## src/rtl/keypad_responder_pkg.sv

```systemverilog
// Shared constants, state encoding and row decode for the keypad responder
// and any scanner-side monitors.
package keypad_responder_pkg;

  localparam logic [3:0] ROW_IDLE = 4'b1111;
  localparam logic [3:0] COL_IDLE = 4'b1111;
  localparam logic [3:0] ROW0     = 4'b1110;
  localparam logic [3:0] ROW1     = 4'b1101;
  localparam logic [3:0] ROW2     = 4'b1011;
  localparam logic [3:0] ROW3     = 4'b0111;

  typedef enum logic [1:0] {
    IDLE    = 2'd0,
    PRESS   = 2'd1,
    RELEASE = 2'd2
  } state_t;

  // Returns {valid, row index}; anything but a single low strobe is invalid.
  function automatic logic [2:0] row_decode(input logic [3:0] row);
    logic [2:0] res;
    case (row)
      ROW0:    res = 3'b100;
      ROW1:    res = 3'b101;
      ROW2:    res = 3'b110;
      ROW3:    res = 3'b111;
      default: res = 3'b000;
    endcase
    return res;
  endfunction

endpackage

```

## src/rtl/keypad_frame_tick.sv

```systemverilog
// Frame-end detector: one tick when the scanner leaves the last row (0111).
module keypad_frame_tick
  import keypad_responder_pkg::*;
(
  input  logic       clk,
  input  logic       rst,
  input  logic [3:0] row,
  output logic       tick
);

  logic [3:0] prev_row;

  always_ff @(posedge clk or posedge rst) begin
    if (rst) prev_row <= ROW_IDLE;
    else     prev_row <= row;
  end

  assign tick = (prev_row == ROW3) && (row != ROW3);

endmodule

```

## src/rtl/keypad_responder.sv

```systemverilog
// Keypad responder: closes one matrix contact for a number of scan frames,
// then enforces a released gap before taking the next command.
module keypad_responder
  import keypad_responder_pkg::*;
#(
  parameter int HOLD_SCANS    = 4,
  parameter int RELEASE_SCANS = 2
) (
  input  logic       clk,
  input  logic       rst,
  input  logic       cmd_valid,
  output logic       cmd_ready,
  input  logic [3:0] cmd_key,
  input  logic [3:0] cmd_hold,
  input  logic       cmd_abort,
  input  logic [3:0] keypadRow,
  output logic [3:0] keypadCol,
  output logic       pressed,
  output logic       done,
  output logic       proto_err
);

  localparam logic [3:0] HOLD_DEF = 4'(HOLD_SCANS);
  localparam logic [3:0] REL_LEN  = 4'(RELEASE_SCANS);

  state_t     state_q, state_d;
  logic [3:0] key_q, key_d;
  logic [3:0] hold_q, hold_d;
  logic [3:0] cnt_q, cnt_d;
  logic       pressed_d, ready_d, done_d;
  logic [3:0] col_d;
  logic [2:0] row_info;
  logic       row_ok;
  logic       tick;

  keypad_frame_tick u_tick (
    .clk  (clk),
    .rst  (rst),
    .row  (keypadRow),
    .tick (tick)
  );

  assign row_info = row_decode(keypadRow);
  assign row_ok   = row_info[2];

  // Column drive uses next-cycle press state so keypadCol and pressed move together.
  always_comb begin
    state_d   = state_q;
    key_d     = key_q;
    hold_d    = hold_q;
    cnt_d     = cnt_q;
    pressed_d = pressed;
    ready_d   = cmd_ready;
    done_d    = 1'b0;
    case (state_q)
      IDLE: begin
        if (cmd_valid && cmd_ready) begin
          key_d     = cmd_key;
          hold_d    = (cmd_hold == 4'd0) ? HOLD_DEF : cmd_hold;
          cnt_d     = 4'd0;
          state_d   = PRESS;
          pressed_d = 1'b1;
          ready_d   = 1'b0;
        end
      end
      PRESS: begin
        if (cmd_abort) begin
          state_d   = RELEASE;
          cnt_d     = 4'd0;
          pressed_d = 1'b0;
        end else if (tick && (cnt_q != hold_q)) begin
          if (cnt_q + 4'd1 == hold_q) begin
            state_d   = RELEASE;
            cnt_d     = 4'd0;
            pressed_d = 1'b0;
          end else begin
            cnt_d = cnt_q + 4'd1;
          end
        end
      end
      RELEASE: begin
        if (tick && (cnt_q != REL_LEN)) begin
          if (cnt_q + 4'd1 == REL_LEN) begin
            state_d = IDLE;
            cnt_d   = 4'd0;
            done_d  = 1'b1;
            ready_d = 1'b1;
          end else begin
            cnt_d = cnt_q + 4'd1;
          end
        end
      end
      default: begin
        state_d   = IDLE;
        cnt_d     = 4'd0;
        pressed_d = 1'b0;
        ready_d   = 1'b1;
      end
    endcase

    col_d = COL_IDLE;
    if (pressed_d && row_ok && (row_info[1:0] == key_d[3:2]))
      col_d[key_d[1:0]] = 1'b0;
  end

  always_ff @(posedge clk or posedge rst) begin
    if (rst) begin
      state_q   <= IDLE;
      key_q     <= 4'd0;
      hold_q    <= 4'd0;
      cnt_q     <= 4'd0;
      keypadCol <= COL_IDLE;
      pressed   <= 1'b0;
      cmd_ready <= 1'b1;
      done      <= 1'b0;
      proto_err <= 1'b0;
    end else begin
      state_q   <= state_d;
      key_q     <= key_d;
      hold_q    <= hold_d;
      cnt_q     <= cnt_d;
      keypadCol <= col_d;
      pressed   <= pressed_d;
      cmd_ready <= ready_d;
      done      <= done_d;
      proto_err <= proto_err | (pressed & ~row_ok);
    end
  end

endmodule
```

## config.mk

```make
export PLATFORM = sky130hd
export DESIGN_NAME = keypad_responder
export DESIGN_NICKNAME = d
export VERILOG_FILES = /design/src/rtl/keypad_responder_pkg.sv /design/src/rtl/keypad_frame_tick.sv /design/src/rtl/keypad_responder.sv
export SDC_FILE = /design/constraint.sdc
export NUM_CORES = 1
export LEC_CHECK = 0
export CAP_MARGIN = 15
export CELL_PAD_IN_SITES_DETAIL_PLACEMENT = 1
export CELL_PAD_IN_SITES_GLOBAL_PLACEMENT = 1
export CORE_ASPECT_RATIO = 1.75
export CORE_MARGIN = 1.5
export CORE_UTILIZATION = 39
export CTS_BUF_LIST = sky130_fd_sc_hd__clkbuf_4
export DETAILED_ROUTE_END_ITERATION = 8
export PLACE_DENSITY = 0.8
export SLEW_MARGIN = 25
export SYNTH_ARGS = -nofsm -noshare
export SYNTH_HDL_FRONTEND = slang
export SYNTH_SLANG_ARGS = --single-unit
export TNS_END_PERCENT = 5
```

## constraint.sdc

```tcl
create_clock -name clk -period 1.95 [get_ports clk]
set_input_delay 0.39 -clock clk [delete_from_list [all_inputs] [get_ports clk]]
set_output_delay 0.39 -clock clk [all_outputs]
set_load 0.05 [all_outputs]
```

==> summary.txt <==
Status
  • Status: finished, violations left
  • Failing checks: negative setup slack

Cells and area
  • Syn-to-layout area delta: 39.2%
  • Ant diodes: 0
  • Final instance area: 2150 sq um
  • Final Util: 56.0%
  • Share of cells above drive strength 1: 37.8%
  • Fill count: ~430
  • Final nets: 220

Timing
  • Tmin final: 2190 ps
  • Measured slew at the worst slew-check pin: 499 ps
  • Worst Skew: between 7 and 8 ps
  • Finish-stage setup viols: 5
  • Fin. max-slew vios: 0
  • Max_slew headroom: 66.6%
  • Post-route setup slack: -244 ps
  • Final worst-path cycle share: 113%
  • Hold Vio Cnt, Final: 0
  • Max Freq: 456 MHz
  • Unrepaired setup endpoints after global routing: yes

Route
  • Via count: 1390
  • Routed WL per cell: 20.0 microns
  • Antenna-violating nets left: 0
  • # DRC: 0
  • Routed WL: between 4000 and 5000 microns
  • Vias per cell: 5.70
  • Drt initial violations: 29
  • Pre-Repair DR Iteration Count: 3

Min path
  • Hold WC Path Type: in -> async

Critical path
  • Worst path top cell family by delay: simple AND/OR/NAND/NOR gates
  • Crit-path max FO: 5
  • Crit path capture type: flop
  • CP peak stage delay: ~490 ps
  • Worst setup path class: reg -> reg
  • Slowest CP cell: dfrtp_2
  • Data required time of the worst path: 2180 ps
  • Cells along the critical path: ha_4, or4b_4, o311ai_4, o2111ai_2, nor3_2, mux2_1
  • Buf/Inv on CP: 0
  • Crit start category: flop
  • Crit path DAT: 2420 ps

Logic synthesis
  • Leading post-synthesis cells by cell area: dfrtp_1 28%, dfstp_2 15%, ha_1 5.7%
  • Area share of the largest cell type after synthesis: 27.6%
  • Area leader, netlist: dfrtp_1
  • Sequential area share after synthesis: approximately 43%
  • Cell area after synthesis: 1540 sq um
  • Mapped Nets: 169
  • Number of synthesized register bits: 26
  • Synth cell types: 50
  • Top_reg_cell synth: dfrtp_1
  • Gate Count Post-Synth: 146
  • Ys Warns: 0
  • Post-synth EDFFs: 0
  • Post-synth ARST share: 100%
  • Syn_area_per_cell: 10.6 sq um

CTS
  • Clk slew on worst S/H paths: approximately 150 ps
  • CTS tree: yes
  • Worst-skew pair later-pin latency: approximately 330 ps
  • Post-CTS Setup Inserts: 0
  • CTS sink count: 26
  • Deepest clock path buffer count: 2
  • Num CTS Buffers: 3
  • H-tree levels: 1
  • Root buffer cell: clkbuf_4

Power and ir drop
  • Cell internal pwr: 1490 uW
  • Sequential Power Share: ~32%
  • Pleak: about 0.00095 uW
  • Comb pwr share: 58.4%
  • Total net switching power: 1140 uW
  • Clock power frac: 9.2%
  • Peak VDD IR: 634 uV
  • PD cells: roughly 1200 nW/um^2
  • Switching Share: 43.4%

Global route
  • Initial antenna violation count: 0
  • GR Overflow Total: 0
  • GRT Total Usage: 23.3%
  • Largest net degree at the start of global routing: 27
  • Vias in the first global route: 1626
  • First-pass GRT wire length: between 7000 and 8000 microns

Floorplan
  • Initial Util: 40.3%
  • # IOs: 24
  • Die Area: 4350 sq um
  • Die height: approximately 86 microns
  • Die X: a little over 50 microns
  • Rows: 30
  • Core ar.: between 3000 and 4000 sq um

Placement
  • Placed cell areas: 2010 sq um
  • Detail Placement HPWL: approximately 3700 microns
  • Placer Congestion: 0.803
  • Port buffer count: 23

Job
  • Max_cap viols: 0
-- registers in the layout, summed over array words and instances, names as in the netlist --
signal	count
cnt_q	4
hold_q	4
key_q	4
keypadCol	4
u_tick.prev_row	4
state_q	2
cmd_ready	1
done	1
pressed	1
proto_err	1
-- final timing paths --
| kind | startpoint | endpoint | slack, ps | depth (start not counted) |
|---|---|---|---|---|
| min in group clk | proto_err | proto_err | 500 | 1 |
| min | rst | key_q[0] | 410 | 3 |
| min reg2reg | proto_err | proto_err | 500 | 1 |
| max | cnt_q[0] | state_q[0] | -240 | 6 |
| max in group asynchronous | rst | u_tick.prev_row[3] | 1230 | 3 |
| max reg2reg | cnt_q[0] | state_q[0] | -240 | 6 |
-- cell usage after synthesis, types with 2 or more instances --
master,n
a21oi_1,5
nand2_1,6
inv_1,12
dfrtp_1,17
mux2_2,3
mux2_1,2
nor2_1,6
a2bb2oi_1,2
xnor2_1,6
nor3_1,3
nand2b_1,5
nand4_1,7
nand3_1,5
dfstp_2,9
ha_1,7
o21ai_0,9
mux2i_1,6
and3b_1,3
a211oi_1,2
-- worst min-delay path, cell delays in order --
cell and delay, ps:
clkdlybuf4s50_1 400, inv_1 50, buf_4 320
-- placed cells by master, fill, tap and decap left out, types with 6 or more instances in the layout --
master and count:
nor2_1 6, nand4_1 7, dfstp_2 9, nand2_1 6, buf_4 32, inv_1 11, dfrtp_1 15, clkdlybuf4s50_1 17
o21ai_0 6
-- layout make-up --
class	instances	area [sq um]	share of cell area [%]
well taps	48	60.1	2.80
inverters	12	45.0	2.10
repair buffers	50	422	19.7
flip-flops and latches	26	664	31.0
multi-input cells	104	928	43.3
clock buffers	3	22.5	1.05
clock inverters	1	3.75	0.175
-- power by group through the flow --
stage          Clock [uW]  Sequential (uW)  Combinational, uW
5_1_grt               262              869               1640
2_1_floorplan           0              866                787
3_3_place_gp            0              824               1220
4_1_cts               254              840               1440
6_report              243              853               1540
3_5_place_dp            0              841               1330
-- routing by layer --
metal  GRT usage [%]  part of all wire (%)  vias to the layer above
met4            14.0                   4.9                        0
met2            47.7                    61                       34
li1                -                     -                      630
met1            20.0                    32                      707
met3            2.79                   1.9                       19
met5               0                     0                        -
-- per-stage QoR --
step | setup TNS [ps] | setup slack (ps) | power (uW) | cells | hold WS (ps)
finish | -755 | -244 | 2640 | 244 | 406
floorplan | -215 | -107 | 1650 | 146 | 394
global placement | -1040 | -142 | 2040 | 240 | 460
detailed placement | -2280 | -264 | 2170 | 240 | 461
global route | -1550 | -291 | 2780 | 244 | 427
CTS | -1190 | -267 | 2530 | 244 | 405
-- cell families (layout without fill, tap and decap cells) --
group	count (synthesis)	in the layout	share of synthesized area, %
AOI/OAI and AO/OA	31	31	14.8
xor gates and xnor gates	8	8	5.52
DFF	26	26	42.9
muxes	11	11	7.55
buffers and inverters	16	66	4.71
adders and majority gates	7	7	5.68
and+or+nand+nor	47	47	18.8
-- what timing repair did --
action / CTS / global route
hold buffers: 0 / 0
resized for setup: 10 / 16
pin swaps: 4 / 1
setup endpoints to repair: 11 / 11
No activity file was read; power rests on OpenSTA's default activity.
